File: src/rtl/alu_seg_pipe_if.sv
// alu_seg_pipe_if: operand/result handshake bundle for the segmented ALU pipe
interface alu_seg_pipe_if #(
  parameter int WIDTH = 24
);
  logic             in_valid;
  logic             in_ready;
  logic [WIDTH-1:0] a;
  logic [WIDTH-1:0] b;
  logic             cin;
  logic             binv;
  logic [1:0]       sel;
  logic             out_valid;
  logic             out_ready;
  logic [WIDTH-1:0] result;
  logic             co;
  logic             ovf;
  logic             zero;
  modport master (
    output in_valid, a, b, cin, binv, sel, out_ready,
    input  in_ready, out_valid, result, co, ovf, zero
  );
  modport slave (
    input  in_valid, a, b, cin, binv, sel, out_ready,
    output in_ready, out_valid, result, co, ovf, zero
  );
endinterface

File: src/rtl/alu_seg_pipe.sv
// alu_seg_pipe: pipelined ALU, carry chain cut into SEG-bit stages with registered carries
module alu_seg_pipe #(
  parameter int WIDTH = 24,
  parameter int SEG   = 8
) (
  input logic          clk,
  input logic          rst,
  alu_seg_pipe_if.slave bus
);
  localparam int NSTG = WIDTH / SEG;
  logic adv;
  assign adv = !bus.out_valid || bus.out_ready;
  assign bus.in_ready = adv;
  if (SEG < 1 || WIDTH % SEG != 0) begin : g_bad
    $error("alu_seg_pipe: WIDTH must be a positive multiple of SEG");
  end
  for (genvar k = 0; k < NSTG; k++) begin : g
    // operands shrink by one segment per stage; finished result bits grow by one
    localparam int LW = WIDTH - k * SEG;
    logic                 iv;
    logic                 ic;
    logic [1:0]           op;
    logic [LW-1:0]        ia;
    logic [LW-1:0]        ib;
    logic [SEG:0]         s;
    logic [SEG-1:0]       seg;
    logic [(k+1)*SEG-1:0] nr;
    if (k == 0) begin : i
      assign iv = bus.in_valid;
      assign ia = bus.a;
      assign ib = bus.b ^ {WIDTH{bus.binv}};
      assign op = bus.sel;
      assign ic = bus.cin;
      assign nr = seg;
    end else begin : i
      assign iv = g[k-1].r.v;
      assign ia = g[k-1].r.ra;
      assign ib = g[k-1].r.rb;
      assign op = g[k-1].r.rs;
      assign ic = g[k-1].r.rc;
      assign nr = {seg, g[k-1].r.rr};
    end
    assign s   = {1'b0, ia[SEG-1:0]} + {1'b0, ib[SEG-1:0]} + {{SEG{1'b0}}, ic};
    assign seg = op[1] ? s[SEG-1:0] : op[0] ? ia[SEG-1:0] | ib[SEG-1:0] : ia[SEG-1:0] & ib[SEG-1:0];
    if (k < NSTG - 1) begin : r
      logic                 v;
      logic                 rc;
      logic [1:0]           rs;
      logic [LW-SEG-1:0]    ra;
      logic [LW-SEG-1:0]    rb;
      logic [(k+1)*SEG-1:0] rr;
      always_ff @(posedge clk)
        if (rst) v <= 1'b0;
        else if (adv) begin
          v  <= iv;
          ra <= ia[LW-1:SEG];
          rb <= ib[LW-1:SEG];
          rs <= op;
          rc <= s[SEG];
          rr <= nr;
        end
    end else begin : o
      logic             cm;
      logic             ov;
      logic [WIDTH-1:0] fr;
      // carry into the MSB recovered from the MSB sum bit and its operands
      assign cm = s[SEG-1] ^ ia[SEG-1] ^ ib[SEG-1];
      assign ov = cm ^ s[SEG];
      assign fr = &op ? {{(WIDTH-1){1'b0}}, nr[WIDTH-1] ^ ov} : nr;
      always_ff @(posedge clk)
        if (rst) begin
          bus.out_valid <= 1'b0;
          bus.result    <= '0;
          bus.co        <= 1'b0;
          bus.ovf       <= 1'b0;
          bus.zero      <= 1'b0;
        end else if (adv) begin
          bus.out_valid <= iv;
          if (iv) begin
            bus.result <= fr;
            bus.co     <= op[1] & s[SEG];
            bus.ovf    <= op[1] & ov;
            bus.zero   <= fr == '0;
          end
        end
    end
  end
endmodule

File: src/flat_wrapper.sv
// flat-port wrapper written by rule: the top's interface ports become plain ports
module alu_seg_pipe_flat 
#(
  parameter int WIDTH = 24,
  parameter int SEG   = 8
)
  (clk, rst, bus_in_valid, bus_a, bus_b, bus_cin, bus_binv, bus_sel, bus_out_ready, bus_in_ready, bus_out_valid, bus_result, bus_co, bus_ovf, bus_zero);
  alu_seg_pipe_if #(.WIDTH(WIDTH)) bus_i ();
  input logic clk;
  input logic rst;
  input wire logic [$bits(bus_i.in_valid)-1:0] bus_in_valid;
  input wire logic [$bits(bus_i.a)-1:0] bus_a;
  input wire logic [$bits(bus_i.b)-1:0] bus_b;
  input wire logic [$bits(bus_i.cin)-1:0] bus_cin;
  input wire logic [$bits(bus_i.binv)-1:0] bus_binv;
  input wire logic [$bits(bus_i.sel)-1:0] bus_sel;
  input wire logic [$bits(bus_i.out_ready)-1:0] bus_out_ready;
  output wire logic [$bits(bus_i.in_ready)-1:0] bus_in_ready;
  output wire logic [$bits(bus_i.out_valid)-1:0] bus_out_valid;
  output wire logic [$bits(bus_i.result)-1:0] bus_result;
  output wire logic [$bits(bus_i.co)-1:0] bus_co;
  output wire logic [$bits(bus_i.ovf)-1:0] bus_ovf;
  output wire logic [$bits(bus_i.zero)-1:0] bus_zero;
  assign bus_i.in_valid = bus_in_valid;
  assign bus_i.a = bus_a;
  assign bus_i.b = bus_b;
  assign bus_i.cin = bus_cin;
  assign bus_i.binv = bus_binv;
  assign bus_i.sel = bus_sel;
  assign bus_i.out_ready = bus_out_ready;
  assign bus_in_ready = bus_i.in_ready;
  assign bus_out_valid = bus_i.out_valid;
  assign bus_result = bus_i.result;
  assign bus_co = bus_i.co;
  assign bus_ovf = bus_i.ovf;
  assign bus_zero = bus_i.zero;
  alu_seg_pipe #(.WIDTH(WIDTH), .SEG(SEG)) u_core (.clk(clk), .rst(rst), .bus(bus_i));
endmodule
File: config.mk
export PLATFORM = sky130hd
export DESIGN_NAME = alu_seg_pipe_flat
export DESIGN_NICKNAME = d
export VERILOG_FILES = /design/src/rtl/alu_seg_pipe_if.sv /design/src/rtl/alu_seg_pipe.sv /design/src/flat_wrapper.sv
export SDC_FILE = /design/constraint.sdc
export NUM_CORES = 1
export LEC_CHECK = 0
export CAP_MARGIN = 25
export CORE_MARGIN = 5
export CORE_UTILIZATION = 60
export CTS_BUF_LIST = sky130_fd_sc_hd__clkbuf_4
export CTS_CLUSTER_DIAMETER = 50
export CTS_CLUSTER_SIZE = 14
export DETAILED_ROUTE_END_ITERATION = 10
export GPL_ROUTABILITY_DRIVEN = 0
export PLACE_DENSITY = 0.85
export SYNTH_ARGS = -nofsm -noshare
export SYNTH_HDL_FRONTEND = slang
export SYNTH_SLANG_ARGS = --single-unit
File: constraint.sdc
create_clock -name clk -period 11.35 [get_ports clk]
set_input_delay 1.135 -clock clk [delete_from_list [all_inputs] [get_ports clk]]
set_output_delay 1.135 -clock clk [all_outputs]
set_load 0.05 [all_outputs]
# Yosys cells after proc, flatten, opt, wreduce, memory -nomap -nowiden
# Cells that the tools add are included.
totals:
  register_bits: 108
classes:
  bitwise: 14
  n_reduce_logical: 6
  mux: 7
  addsub: 6
ops:
  columns: ["cell", "count"]
  rows:
  - ["8-bit two-way mux", 6]
  - ["8-bit by 8-bit adder with 9-bit output", 3]
  - ["9-bit by 1-bit adder with 9-bit output", 3]
  - ["8-bit bitwise AND", 3]
  - ["24-bit logical NOT", 1]
  - ["24-bit two-way mux", 1]
  - ["8-bit bitwise OR", 3]
  - ["24-bit XOR", 1]
  - ["2-bit AND reduction", 3]
  - ["1-bit XOR", 4]
  - ["1-bit bitwise AND", 2]
  - ["1-bit logical NOT", 1]
  - ["1-bit logical OR", 1]
  - ["1-bit NOT", 1]

# Depth between registers and ports, before layout
depth:
  ltp_word: 8
  mapped_depth: 12
  mapped_depth_nobuf: 11

# Worst setup path after synthesis
# Ideal clock, no wire load.
synth_timing:
  path_kind: "input to register"
  startpoint: "input port bus_out_ready"
  endpoint: "register u_core.g[0].r.ra[0] (enable)"
  path_slack_ns: 5.446
  stages: 3
  arrival_ns: 5.379
  setup_ns: 0.525
  t_required_ns: 10.825
  path_cell_list: "nand2b_1 > clkbuf_1 > nor2b_1"
synth_between:
  elab_chain_cells: 2
synth_rtl:
  columns: ["item", "line_no", "rtl"]
  rows:
  - ["start: declaration", "flat_wrapper.sv:17", "input wire logic [$bits(bus_i.out_ready)-1:0] bus_out_ready;"]
  - ["1-bit logical OR", "alu_seg_pipe.sv:12", "assign adv = !bus.out_valid || bus.out_ready;"]
  - ["via bus_in_ready", "flat_wrapper.sv:18", "output wire logic [$bits(bus_i.in_ready)-1:0] bus_in_ready;"]
  - ["2-bit AND reduction (no source line)", null, null]
  - ["end signal: assignment", "alu_seg_pipe.sv:56", "ra <= ia[LW-1:SEG];"]
  - ["end: declaration", "alu_seg_pipe.sv:49", "logic [LW-SEG-1:0] ra;"]
# The timed path passes the listed nets, and every way through them passes these cells.
# A chain may end at the register's enable or synchronous reset.

# Final worst setup path
layout_timing:
  startpoint: "input port bus_out_ready"
  endpoint: "output port bus_in_ready"
layout_between:
  elab_chain_cells: 1
layout_rtl:
  columns: ["item", "line_no"]
  rows:
  - ["1-bit logical OR", "alu_seg_pipe.sv:12"]
  - ["end: declaration", "flat_wrapper.sv:18"]
# Every way passes these cells.

==> impl_metrics.toml <==
[logic_synthesis]
netlist.area_leader.share_pct = 41.0
synth.avg_cell_area_sq_um = 10.8
ys_top_cells_by_count = "78 x sky130_fd_sc_hd__edfxtp_1, 67 x sky130_fd_sc_hd__inv_1, 48 x sky130_fd_sc_hd__ha_1"
post_synthesis_cell_count = 530
synth_edf_count = 78
synth.ff_latch_count = 108
yosysSeqAreaShare_pct = 51.6
synth_top_flop_cell = "sky130_fd_sc_hd__edfxtp_1"
postSynth.asyncResetShare_pct = 0
synthMostInstantiatedCell = "sky130_fd_sc_hd__edfxtp_1"
yosys_warnings = 0
synthesized_net_count = 640
top_cells_by_area_synth = "sky130_fd_sc_hd__edfxtp_1 41%, sky130_fd_sc_hd__dfxtp_1 11%, sky130_fd_sc_hd__ha_1 11%"
yosysTopAreaCell = "sky130_fd_sc_hd__edfxtp_1"
synth_area_sq_um = 5710
synthDistinctLibCells = 44

[setup_path]
path_buf_inv = 2
timing.critical_path.mode_cell = "sky130_fd_sc_hd__clkdlybuf4s50_1"
cp.required_ns = 10.22
critical_r2r_launch = "u_core.g[1].r.rb[0]"
cp_max_fo = 8
endpoint_kind = "output port"
cell_breakdown_of_the_critical_path = "clkdlybuf4s50_1 -> nand2b_1 -> clkdlybuf4s50_1"
worstSetupPathType = "in -> out"
slowest_stage = "sky130_fd_sc_hd__clkdlybuf4s50_1"
cp.arrival_ns = 2.70
critPathLaunch = "bus_out_ready"
max_stage_delay_on_crit_path_ns = 0.86
path_delay_family = "buffers and inverters"
start_kind = "input port"

[sta]
worstMarginPinSlew_ns = 0.931
final.setup.tns_ns = 0
final.period_utilization_pct = 33.8
worst_hold_slack_ns = 0.423
layout_min_cycle_time_ns = 3.84
rsz0062_at_grt = "false"
fmax_ghz = 0.260
final-max-slew-violation-count = 0
count_of_endpoints_failing_hold_in_the_final_timing_report = 0
worst_slew_margin_rel_pct = 38.0
worst_clock_skew_ns = 0.0215
setup_viol = 0
setup_slack_ns = 7.51

[drt]
vias_after_detailed_routing = 3910
drt_pre_antenna_iters = 5
drt.antenna.violating_nets = 0
postRouteWirelength_mm = 10.8
vias_per_cell = 5.28
post-route-drc-count = 0
detail_route.wl_per_cell_um = 14.5
drt_iter0_markers = 228

[grt]
groute.usage.overall_pct = 19.0
grt_overflow = 0
antenna_violations_before_repair = 1
grt_start_max_net_pins = 79
via_count_of_the_first_global_routing_pass = 3819
grt_pass1_wl_mm = 17.4

[clock_network]
cts_hold_buffers = 0
clk_transition_reported_paths_ns = 0.15
clk-insertion-delay-late_ns = 0.46
max_clock_buf_depth = 2
cts.sink_count = 108
cts_max_level = 3
tritoncts.num_buffers = 9
cts_tree = "built"
cts-resized-gates = 0
post_cts_buffers = 0
clock-root-buffer = "sky130_fd_sc_hd__clkbuf_4"

[min_path]
min_from = "u_core.g[0].r.rr[3]"
worstHoldPathType = "reg -> reg"

[finish]
final-seq-area_sq_um = 2940
nFillCells = 616
final_cells = 740
area_growth_pct = 19.9
nNetsFinal = 715
multi_input_comb_area_sq_um = 2430
drive_gt1_share_pct = 4.10
layout.core_utilization_pct = 74.1

[die]
die-height_um = 108
die_w_um = 108
ios = 85
core_region_area_sq_um = 9240
rows = 35
floorplan.initialDensity_pct = 61.8
die_area_sq_um = 11600

[flow_run]
max-cap-violations = 0

[placed_design]
port-buffer-count = 84
dp.cells = 722
hpwl_reported_at_the_end_of_detailed_placement_mm = 7.86
dp_slack_ns = 7.22

[power]
irDropWorstVdd_mv = 0.0549
power-per-cell-area_nw_per_um2 = 129
p_leak_uw = 0.00287

[run_status]
status = "finished clean"
[stage by stage]
stage	cell area, sq um	total power (uW)
6_report	6850	880
5_1_grt	6850	925
4_1_cts	6820	885
3_5_place_dp	6650	664
3_3_place_gp	6650	653
2_1_floorplan	5710	606
[power breakdown]
| group | switching, uW | total, uW | internal (uW) |
|---|---|---|---|
| registers | 17.6 | 477 | 459 |
| logic | 100 | 182 | 81.9 |
| clock network | 126 | 221 | 95.4 |
| total | 244 | 880 | 636 |
[path summary, 6_finish.rpt]
check / cells after the start / end / slack [ns]
setup / recovery: 3 / bus_in_ready / 7.51
hold / removal: 0 / u_core.g[1].r.rr[3] / 0.42
setup reg to reg: 10 / u_core.bus.ovf / 8.76
hold reg to reg: 0 / u_core.g[1].r.rr[3] / 0.42
[state kept, by name (all words and copies together) (netlist names)]
register              flops
u_core.bus.result        24
u_core.bus.zero           1
u_core.bus.out_valid      1
u_core.g.r.rc             2
u_core.bus.ovf            1
u_core.g.r.ra            24
u_core.g.r.rb            24
u_core.bus.co             1
u_core.g.r.rs             4
u_core.g.r.rr            24
u_core.g.r.v              2
[area by class of cell]
type / count / area share, %
antenna: 1 / 0.0365
clock buffer: 10 / 1.10
clock inverter: 6 / 1.39
inverter: 67 / 3.67
multi-input combinational: 331 / 35.5
sequential: 108 / 43.0
tap: 129 / 2.36
timing repair buffer: 88 / 13.0
[cells by family (layout without fill, tap and decap cells)]
family | after synthesis | in the layout | synth area share (%)
simple gates | 125 | 125 | 9.95
flops | 108 | 108 | 51.6
buf+inv | 91 | 171 | 6.05
compound gates | 93 | 93 | 10.1
xor+xnor | 40 | 40 | 6.38
mux | 19 | 19 | 3.33
other cells | 0 | 1 | 0
fa+ha+maj | 54 | 54 | 12.6
[routing by layer]
metal / track usage [%] / vias up / part of all wire, %
met5: 0 / - / 0
met1: 23.3 / 1828 / 43
li1: - / 1949 / -
met2: 33.2 / 122 / 50
met4: 7.03 / 0 / 1.5
met3: 3.66 / 11 / 6.1
[cell usage in the layout, fill, tap and decap left out, types with 2 or more instances in the layout]
cell                              Yosys  routed
sky130_fd_sc_hd__nor3b_1              2       2
sky130_fd_sc_hd__o21ai_1              2       2
sky130_fd_sc_hd__nand3_1             18      18
sky130_fd_sc_hd__buf_4                0       3
sky130_fd_sc_hd__fa_1                 6       6
sky130_fd_sc_hd__xnor2_1              7       7
sky130_fd_sc_hd__o22a_1               4       4
sky130_fd_sc_hd__nand4_1              2       2
sky130_fd_sc_hd__a211oi_1             7       7
sky130_fd_sc_hd__bufinv_16            0       2
sky130_fd_sc_hd__inv_1               67      67
sky130_fd_sc_hd__dfxtp_1             30      30
sky130_fd_sc_hd__nand2b_1             4       4
sky130_fd_sc_hd__ha_1                48      48
sky130_fd_sc_hd__inv_8                0       2
sky130_fd_sc_hd__xor2_1              32      32
sky130_fd_sc_hd__nor2_1              38      38
sky130_fd_sc_hd__a21oi_1             34      34
sky130_fd_sc_hd__edfxtp_1            78      78
sky130_fd_sc_hd__nand2_1             43      43
sky130_fd_sc_hd__a21o_1              12      12
sky130_fd_sc_hd__nor3_1               6       6
sky130_fd_sc_hd__clkbuf_4             0      10
sky130_fd_sc_hd__inv_4                0       2
sky130_fd_sc_hd__mux2i_1             19      19
sky130_fd_sc_hd__clkdlybuf4s50_1      0      84
sky130_fd_sc_hd__o21ai_0             21      21
sky130_fd_sc_hd__nor4_1               4       4
sky130_fd_sc_hd__a31oi_1              3       3
(Power assumes the default switching activity.)
